[src/rtl/snake_pkg.sv]
// Shared types and constants for the snake game datapath: headings,
// controller states, coordinate widths and the start-of-game body layout.
package snake_pkg;

  localparam int X_W            = 8;
  localparam int Y_W            = 7;
  localparam int GRID_X_DEFAULT = 80;
  localparam int GRID_Y_DEFAULT = 60;
  localparam int HOME_X         = 40;
  localparam int HOME_Y         = 30;

  typedef enum logic [1:0] {
    DIR_UP    = 2'd0,
    DIR_RIGHT = 2'd1,
    DIR_DOWN  = 2'd2,
    DIR_LEFT  = 2'd3
  } dir_e;

  typedef enum logic [1:0] {
    ST_IDLE = 2'd0,
    ST_PLAY = 2'd1,
    ST_DEAD = 2'd2
  } state_e;

  // Opposite headings differ only in the upper encoding bit.
  function automatic dir_e reverse_dir(input dir_e d);
    return dir_e'(d ^ 2'b10);
  endfunction

  // Start layout: a horizontal row ending at the home cell, head on the right.
  function automatic logic [X_W-1:0] home_seg_x(input int idx, input int init_len);
    return (idx < init_len) ? X_W'(HOME_X - idx) : '0;
  endfunction

  function automatic logic [Y_W-1:0] home_seg_y(input int idx, input int init_len);
    return (idx < init_len) ? Y_W'(HOME_Y) : '0;
  endfunction

endpackage

[src/rtl/snake_move_timer.sv]
// Move-rate divider: counts enabled cycles 0..TICK_DIV-1 and flags the last
// one as the cycle in which the snake steps. Held at zero while disabled so
// each new game starts a full period before its first move.
module snake_move_timer #(
  parameter int TICK_DIV = 5000000
) (
  input  logic clk,
  input  logic rst_n,
  input  logic en,
  output logic move_stb
);

  localparam int CW = (TICK_DIV > 1) ? $clog2(TICK_DIV) : 1;
  localparam logic [CW-1:0] LAST = CW'(TICK_DIV - 1);

  logic [CW-1:0] cnt_q, cnt_d;

  // Next count and the move strobe for the current cycle.
  always_comb begin
    cnt_d    = '0;
    move_stb = 1'b0;
    if (en) begin
      move_stb = (cnt_q == LAST);
      cnt_d    = (cnt_q == LAST) ? '0 : cnt_q + 1'b1;
    end
  end

  // Count register.
  always_ff @(posedge clk or negedge rst_n) begin
    if (!rst_n) begin
      cnt_q <= '0;
    end else begin
      cnt_q <= cnt_d;
    end
  end

endmodule

[src/rtl/snake_body_ctrl.sv]
// Snake body controller: position, heading, growth, collision, score and the
// per-cell hit queries used by the colour stage.
// Build option: define SNAKE_WALL_WRAP_EN to make the grid edges wrap around
// instead of ending the game.
module snake_body_ctrl
  import snake_pkg::*;
#(
  parameter int MAX_LEN  = 32,
  parameter int INIT_LEN = 4,
  parameter int TICK_DIV = 5000000,
  parameter int GRID_X   = GRID_X_DEFAULT,
  parameter int GRID_Y   = GRID_Y_DEFAULT
) (
  input  logic       CLK,
  input  logic       RESET_N,
  input  logic       START,
  input  logic [1:0] DIR,
  input  logic [7:0] TARGET_ADDR_H,
  input  logic [6:0] TARGET_ADDR_V,
  input  logic [7:0] QUERY_X,
  input  logic [6:0] QUERY_Y,
  output logic       TARGET_REACHED,
  output logic       SNAKE_HIT,
  output logic       HEAD_HIT,
  output logic       GAME_OVER,
  output logic [7:0] SCORE,
  output logic [1:0] STATE
);

  localparam int LEN_W = 7;
`ifdef SNAKE_WALL_WRAP_EN
  localparam logic WRAP_EN = 1'b1;
`else
  localparam logic WRAP_EN = 1'b0;
`endif

  state_e           state_q, state_d;
  dir_e             heading_q, heading_d;
  dir_e             next_heading_q, next_heading_d;
  logic [7:0]       score_q, score_d;
  logic             reached_q, reached_d;
  logic [LEN_W-1:0] len_q, len_d;
  logic [X_W-1:0]   seg_x_q [MAX_LEN];
  logic [X_W-1:0]   seg_x_d [MAX_LEN];
  logic [Y_W-1:0]   seg_y_q [MAX_LEN];
  logic [Y_W-1:0]   seg_y_d [MAX_LEN];

  logic           move_stb;
  logic           play_en;
  dir_e           dir_req;
  dir_e           heading_sel;
  logic [X_W-1:0] nh_x;
  logic [Y_W-1:0] nh_y;
  logic           edge_hit;
  logic           wall_hit;
  logic           self_hit;
  logic           target_hit;

  assign play_en = (state_q == ST_PLAY);

  snake_move_timer #(
    .TICK_DIV(TICK_DIV)
  ) u_move_timer (
    .clk     (CLK),
    .rst_n   (RESET_N),
    .en      (play_en),
    .move_stb(move_stb)
  );

  // Filter reverse requests, then step the head and classify the landing cell.
  always_comb begin
    dir_req     = dir_e'(DIR);
    heading_sel = (dir_req == reverse_dir(heading_q)) ? next_heading_q : dir_req;
    nh_x        = seg_x_q[0];
    nh_y        = seg_y_q[0];
    edge_hit    = 1'b0;
    case (heading_sel)
      DIR_UP: begin
        if (seg_y_q[0] == '0) begin
          edge_hit = 1'b1;
          nh_y     = Y_W'(GRID_Y - 1);
        end else begin
          nh_y = seg_y_q[0] - 1'b1;
        end
      end
      DIR_RIGHT: begin
        if (seg_x_q[0] == X_W'(GRID_X - 1)) begin
          edge_hit = 1'b1;
          nh_x     = '0;
        end else begin
          nh_x = seg_x_q[0] + 1'b1;
        end
      end
      DIR_DOWN: begin
        if (seg_y_q[0] == Y_W'(GRID_Y - 1)) begin
          edge_hit = 1'b1;
          nh_y     = '0;
        end else begin
          nh_y = seg_y_q[0] + 1'b1;
        end
      end
      DIR_LEFT: begin
        if (seg_x_q[0] == '0) begin
          edge_hit = 1'b1;
          nh_x     = X_W'(GRID_X - 1);
        end else begin
          nh_x = seg_x_q[0] - 1'b1;
        end
      end
    endcase
    wall_hit = edge_hit & ~WRAP_EN;
    self_hit = 1'b0;
    for (int i = 1; i < MAX_LEN; i++) begin
      if ((i + 2) <= int'(len_q) && seg_x_q[i] == nh_x && seg_y_q[i] == nh_y) begin
        self_hit = 1'b1;
      end
    end
    target_hit = (nh_x == TARGET_ADDR_H) && (nh_y == TARGET_ADDR_V);
  end

  // Game FSM plus body shift, growth and scoring.
  always_comb begin
    state_d        = state_q;
    heading_d      = heading_q;
    next_heading_d = next_heading_q;
    score_d        = score_q;
    reached_d      = 1'b0;
    len_d          = len_q;
    seg_x_d        = seg_x_q;
    seg_y_d        = seg_y_q;
    case (state_q)
      ST_IDLE: begin
        if (START) state_d = ST_PLAY;
      end
      ST_PLAY: begin
        next_heading_d = heading_sel;
        if (move_stb) begin
          heading_d = heading_sel;
          if (wall_hit || self_hit) begin
            state_d = ST_DEAD;
          end else begin
            for (int i = 1; i < MAX_LEN; i++) begin
              seg_x_d[i] = seg_x_q[i-1];
              seg_y_d[i] = seg_y_q[i-1];
            end
            seg_x_d[0] = nh_x;
            seg_y_d[0] = nh_y;
            if (target_hit) begin
              reached_d = 1'b1;
              if (len_q < LEN_W'(MAX_LEN)) len_d = len_q + 1'b1;
              if (score_q != 8'hFF) score_d = score_q + 1'b1;
            end
          end
        end
      end
      ST_DEAD: begin
        if (START) begin
          state_d        = ST_IDLE;
          heading_d      = DIR_RIGHT;
          next_heading_d = DIR_RIGHT;
          score_d        = '0;
          len_d          = LEN_W'(INIT_LEN);
          for (int i = 0; i < MAX_LEN; i++) begin
            seg_x_d[i] = home_seg_x(i, INIT_LEN);
            seg_y_d[i] = home_seg_y(i, INIT_LEN);
          end
        end
      end
      default: state_d = ST_IDLE;
    endcase
  end

  // State, body and score registers.
  always_ff @(posedge CLK or negedge RESET_N) begin
    if (!RESET_N) begin
      state_q        <= ST_IDLE;
      heading_q      <= DIR_RIGHT;
      next_heading_q <= DIR_RIGHT;
      score_q        <= '0;
      reached_q      <= 1'b0;
      len_q          <= LEN_W'(INIT_LEN);
      for (int i = 0; i < MAX_LEN; i++) begin
        seg_x_q[i] <= home_seg_x(i, INIT_LEN);
        seg_y_q[i] <= home_seg_y(i, INIT_LEN);
      end
    end else begin
      state_q        <= state_d;
      heading_q      <= heading_d;
      next_heading_q <= next_heading_d;
      score_q        <= score_d;
      reached_q      <= reached_d;
      len_q          <= len_d;
      seg_x_q        <= seg_x_d;
      seg_y_q        <= seg_y_d;
    end
  end

  // Zero-latency cell queries over the live part of the body.
  always_comb begin
    SNAKE_HIT = 1'b0;
    for (int i = 0; i < MAX_LEN; i++) begin
      if (i < int'(len_q) && seg_x_q[i] == QUERY_X && seg_y_q[i] == QUERY_Y) begin
        SNAKE_HIT = 1'b1;
      end
    end
    HEAD_HIT = (seg_x_q[0] == QUERY_X) && (seg_y_q[0] == QUERY_Y);
  end

  assign TARGET_REACHED = reached_q;
  assign GAME_OVER      = (state_q == ST_DEAD);
  assign SCORE          = score_q;
  assign STATE          = state_q;

endmodule

[config.mk]
export PLATFORM = sky130hd
export DESIGN_NAME = snake_body_ctrl
export DESIGN_NICKNAME = d
export VERILOG_FILES = /design/src/rtl/snake_pkg.sv /design/src/rtl/snake_move_timer.sv /design/src/rtl/snake_body_ctrl.sv
export SDC_FILE = /design/constraint.sdc
export NUM_CORES = 2
export LEC_CHECK = 0
export CORE_UTILIZATION = 55
export CTS_CLUSTER_DIAMETER = 50
export DETAILED_ROUTE_END_ITERATION = 10
export GPL_ROUTABILITY_DRIVEN = 1
export PLACE_DENSITY_LB_ADDON = 0.2
export SLEW_MARGIN = 40
export SYNTH_ARGS = -nofsm -noshare
export SYNTH_HDL_FRONTEND = slang
export SYNTH_HIERARCHICAL = 1
export SYNTH_SLANG_ARGS = --single-unit
[constraint.sdc]
create_clock -name CLK -period 7.35 [get_ports CLK]
set_input_delay 2.205 -clock CLK [delete_from_list [all_inputs] [get_ports CLK]]
set_output_delay 2.205 -clock CLK [all_outputs]
set_load 0.03 [all_outputs]
==> impl_metrics.tcl <==
set metrics [dict create \
    syn_area_um2 35000 \
    drc 0 \
    syn_nets 4221 \
    grt_first_pass_wirelength_mm 200 \
    area_delta_synth_final_pct 14.8 \
    ys_seq_area_share_pct 37.6 \
    setup.worst_path.start "QUERY_X[3]" \
    ys_async_sr_fraction_pct 100 \
    synth-edff-count 0 \
    gp_congestion 1.02 \
    fin_crit_ns 7.33 \
    cts_buffers 74 \
    min-delay-start "seg_y_q[206]" \
    yosys_most_used_dff "dfrtp_1" \
    final.fill_count 5399 \
    routed_wl_mm 136 \
    drive_above_1_share_pct 11.0 \
    fp.dieW_um 254 \
    dr.pass1.iters 6 \
    die_h_um 254 \
    status "completed" \
    yosysMostFrequentCell "nand2_1" \
    ys_ff_latch 525 \
    fin_ws_ns 0.0177 \
    syn-instance-count 4175 \
    worstSetupPathType "input port to output pin" \
    portBuffers 48 \
    finClkSkew_ns 0.0278 \
    vias 32296 \
    grt_max_degree 200 \
    preCtsSetupSlack_ns -0.187 \
    max_cap_violations 0 \
    grt_pass1_vias 29979 \
    fp.dieArea_um2 64700 \
    post-cts-setup-buffers 0 \
    cts_buffer_depth 3 \
    coreArea_um2 63000 \
    cp_common_cell "nand4_1" \
    antennaDiodeCount 0 \
    drt_iter0_markers 4541 \
    start_util_pct 55.6 \
    setup_tns_ns 0 \
    io_pins 49 \
    row_count 92 \
    synth_top_area_share_pct 35.3 \
    htreeDepth 3 \
    design_area_um2 40200 \
    worst_ep_arrival_time_ns 5.13 \
    viasPerCell 6.30 \
    synth_cell_types 88 \
    finalPower_mw 8.43 \
    endpoint_kind "output pin" \
    powerDensity_nw_per_um2 210 \
    placement.cell_area_um2 37600 \
    hold_class "flip-flop to flip-flop" \
    ys_warn_count 6 \
    slowest_stage "nor4_2" \
    avgSynthCellArea_um2 8.39 \
    gr-usage-all-layers_pct 42.1 \
    critPathRequiredTime_ns 5.14 \
    crit_fanout 9 \
    max_slew.worst_pin.slew_ns 0.941 \
    synthTopCellsByArea "dfrtp_1 35%, xor2_1 12%, xnor2_1 12%" \
    fmax_mhz 136 \
    path_cells "buf_2 -> xnor2_1 -> nand3_1 -> nor4_2 -> o21ai_0 -> nand4_1 -> nor4_1 -> buf_4 -> o41ai_1 -> nor3_1 -> nand4_1 -> buf_12" \
    clk_pin_slew_ns 0.06 \
    dp_cells 4989 \
    place_hpwl_mm 95.3 \
    nets 4268 \
    synth_common_cells "980 x nand2_1, 494 x dfrtp_1, 481 x xor2_1, 474 x xnor2_1, 436 x o21ai_1" \
    clk_latency_ns 0.65 \
    ant_nets 0 \
    cp-start-kind "input port" \
    rr_startpoint "seg_x_q[248]" \
    cts_sinks 525 \
    yosysTopAreaCell "dfrtp_1" \
    cts_tree "yes" \
    slowest_delay_ns 0.53 \
    relSlewSlack_pct 36.6 \
    routedWlPerCell_um 26.5 \
    root_buffer "clkbuf_16" \
    overflow 0 \
    seq_area_um2 13200 \
    hold_viol 0 \
    drv_slew 0 \
    finalCritPeriodShare_pct 99.8 \
    multi_input_area_um2 20200 \
    ir_drop_mv 0.180 \
    antenna_found_initial 1 \
    fin_cells 5127 \
    rsz0062_at_grt "false" \
    p_leak_nw 16.8 \
    setup_viol 0 \
]
## metal layers
metal	global-route usage, %	wire length, um
met1	56.4	53400
met2	60.1	57000
met3	12.2	16300
met4	24.7	9260
met5	0	13
## what timing repair did
item | 4_1_cts | 5_1_grt
gates cloned | 0 | 0
resized for setup | 1 | 4
endpoints found under the setup margin | 1 | 1
hold buffers | 0 | 0
## logic make-up (layout without fill, tap and decap cells)
kind of cell / count (synthesis) / in the layout / synth area share [%]
xor+xnor: 955 / 955 / 23.9
simple gates: 1577 / 1577 / 20.4
fa+ha+maj: 11 / 11 / 0.393
compound gates: 731 / 731 / 12.1
buf+inv: 361 / 467 / 5.19
mux: 15 / 15 / 0.439
flops: 525 / 525 / 37.6
## path summary, 6_finish.rpt
kind                                           to  slack [ns]  cells past startpoint
min in group asynchronous             seg_y_q[37]        1.45                      1
max reg2reg                          seg_x_q[116]        1.49                     18
max                                     SNAKE_HIT        0.02                     12
min reg2reg                          seg_y_q[199]        0.50                      2
min                                  seg_y_q[199]        0.50                      2
max in group asynchronous  u_move_timer/cnt_q[10]        4.46                      3
## cell usage in the layout, fill, tap and decap left out, types with 9 or more instances in the layout
master and instances:
xor2_1 481, or3_1 12, buf_2 13, dfrtp_1 494, mux2i_1 12, xnor2_1 474, a21oi_1 68, nand4_1 139
clkdlybuf4s50_1 31, clkbuf_16 75, o21ai_0 63, o31ai_1 26, dfstp_2 31, and3_1 12, buf_12 66, nor3_1 63
clkinvlp_4 9, nand2b_1 10, or4_1 12, clkbuf_1 9, nand3_1 73, buf_4 176, nor2_1 86, a2111oi_0 13
inv_6 16, o21ai_1 436, o2111ai_1 11, nor4_1 121, ha_1 11, and2_1 11, nand2_1 977, inv_1 38
## state kept, by name (all words and copies together) (netlist names)
signal,count
SCORE,8
TARGET_REACHED,1
u_move_timer/cnt_q,23
next_heading_q,2
seg_x_q,256
seg_y_q,224
len_q,7
heading_q,2
STATE,2
## worst max-delay path, delay by kind of cell
family	cells	cell delay [ns]
AND/OR/NAND/NOR	6	1.41
XOR/XNOR	1	0.19
buffers and inverters	3	0.79
AO/OA/AOI/OAI	2	0.51
## final cells by class
type	count	share of cell area (%)
multi-input cells	3289	50.2
flip-flops and latches	525	32.8
repair buffers	294	7.84
clock buffers	92	5.02
well taps	846	2.63
clock inverters	43	1.21
inverters	38	0.355
## power by group
group / switching, mW / internal [mW]
Sequential: 0.133 / 2.96
Clock: 1.53 / 2.18
Combinational: 1.00 / 0.629
## per-stage QoR
stage / util (%) / hold slack [ns]
after global routing: 63.9 / 0.512
after floorplan: - / 0.471
after detailed placement: 59.7 / 0.490
final: 63.9 / 0.502
after global placement: 59.7 / 0.485
after CTS: 63.7 / 0.492
Power figures use the tool's default switching activity.
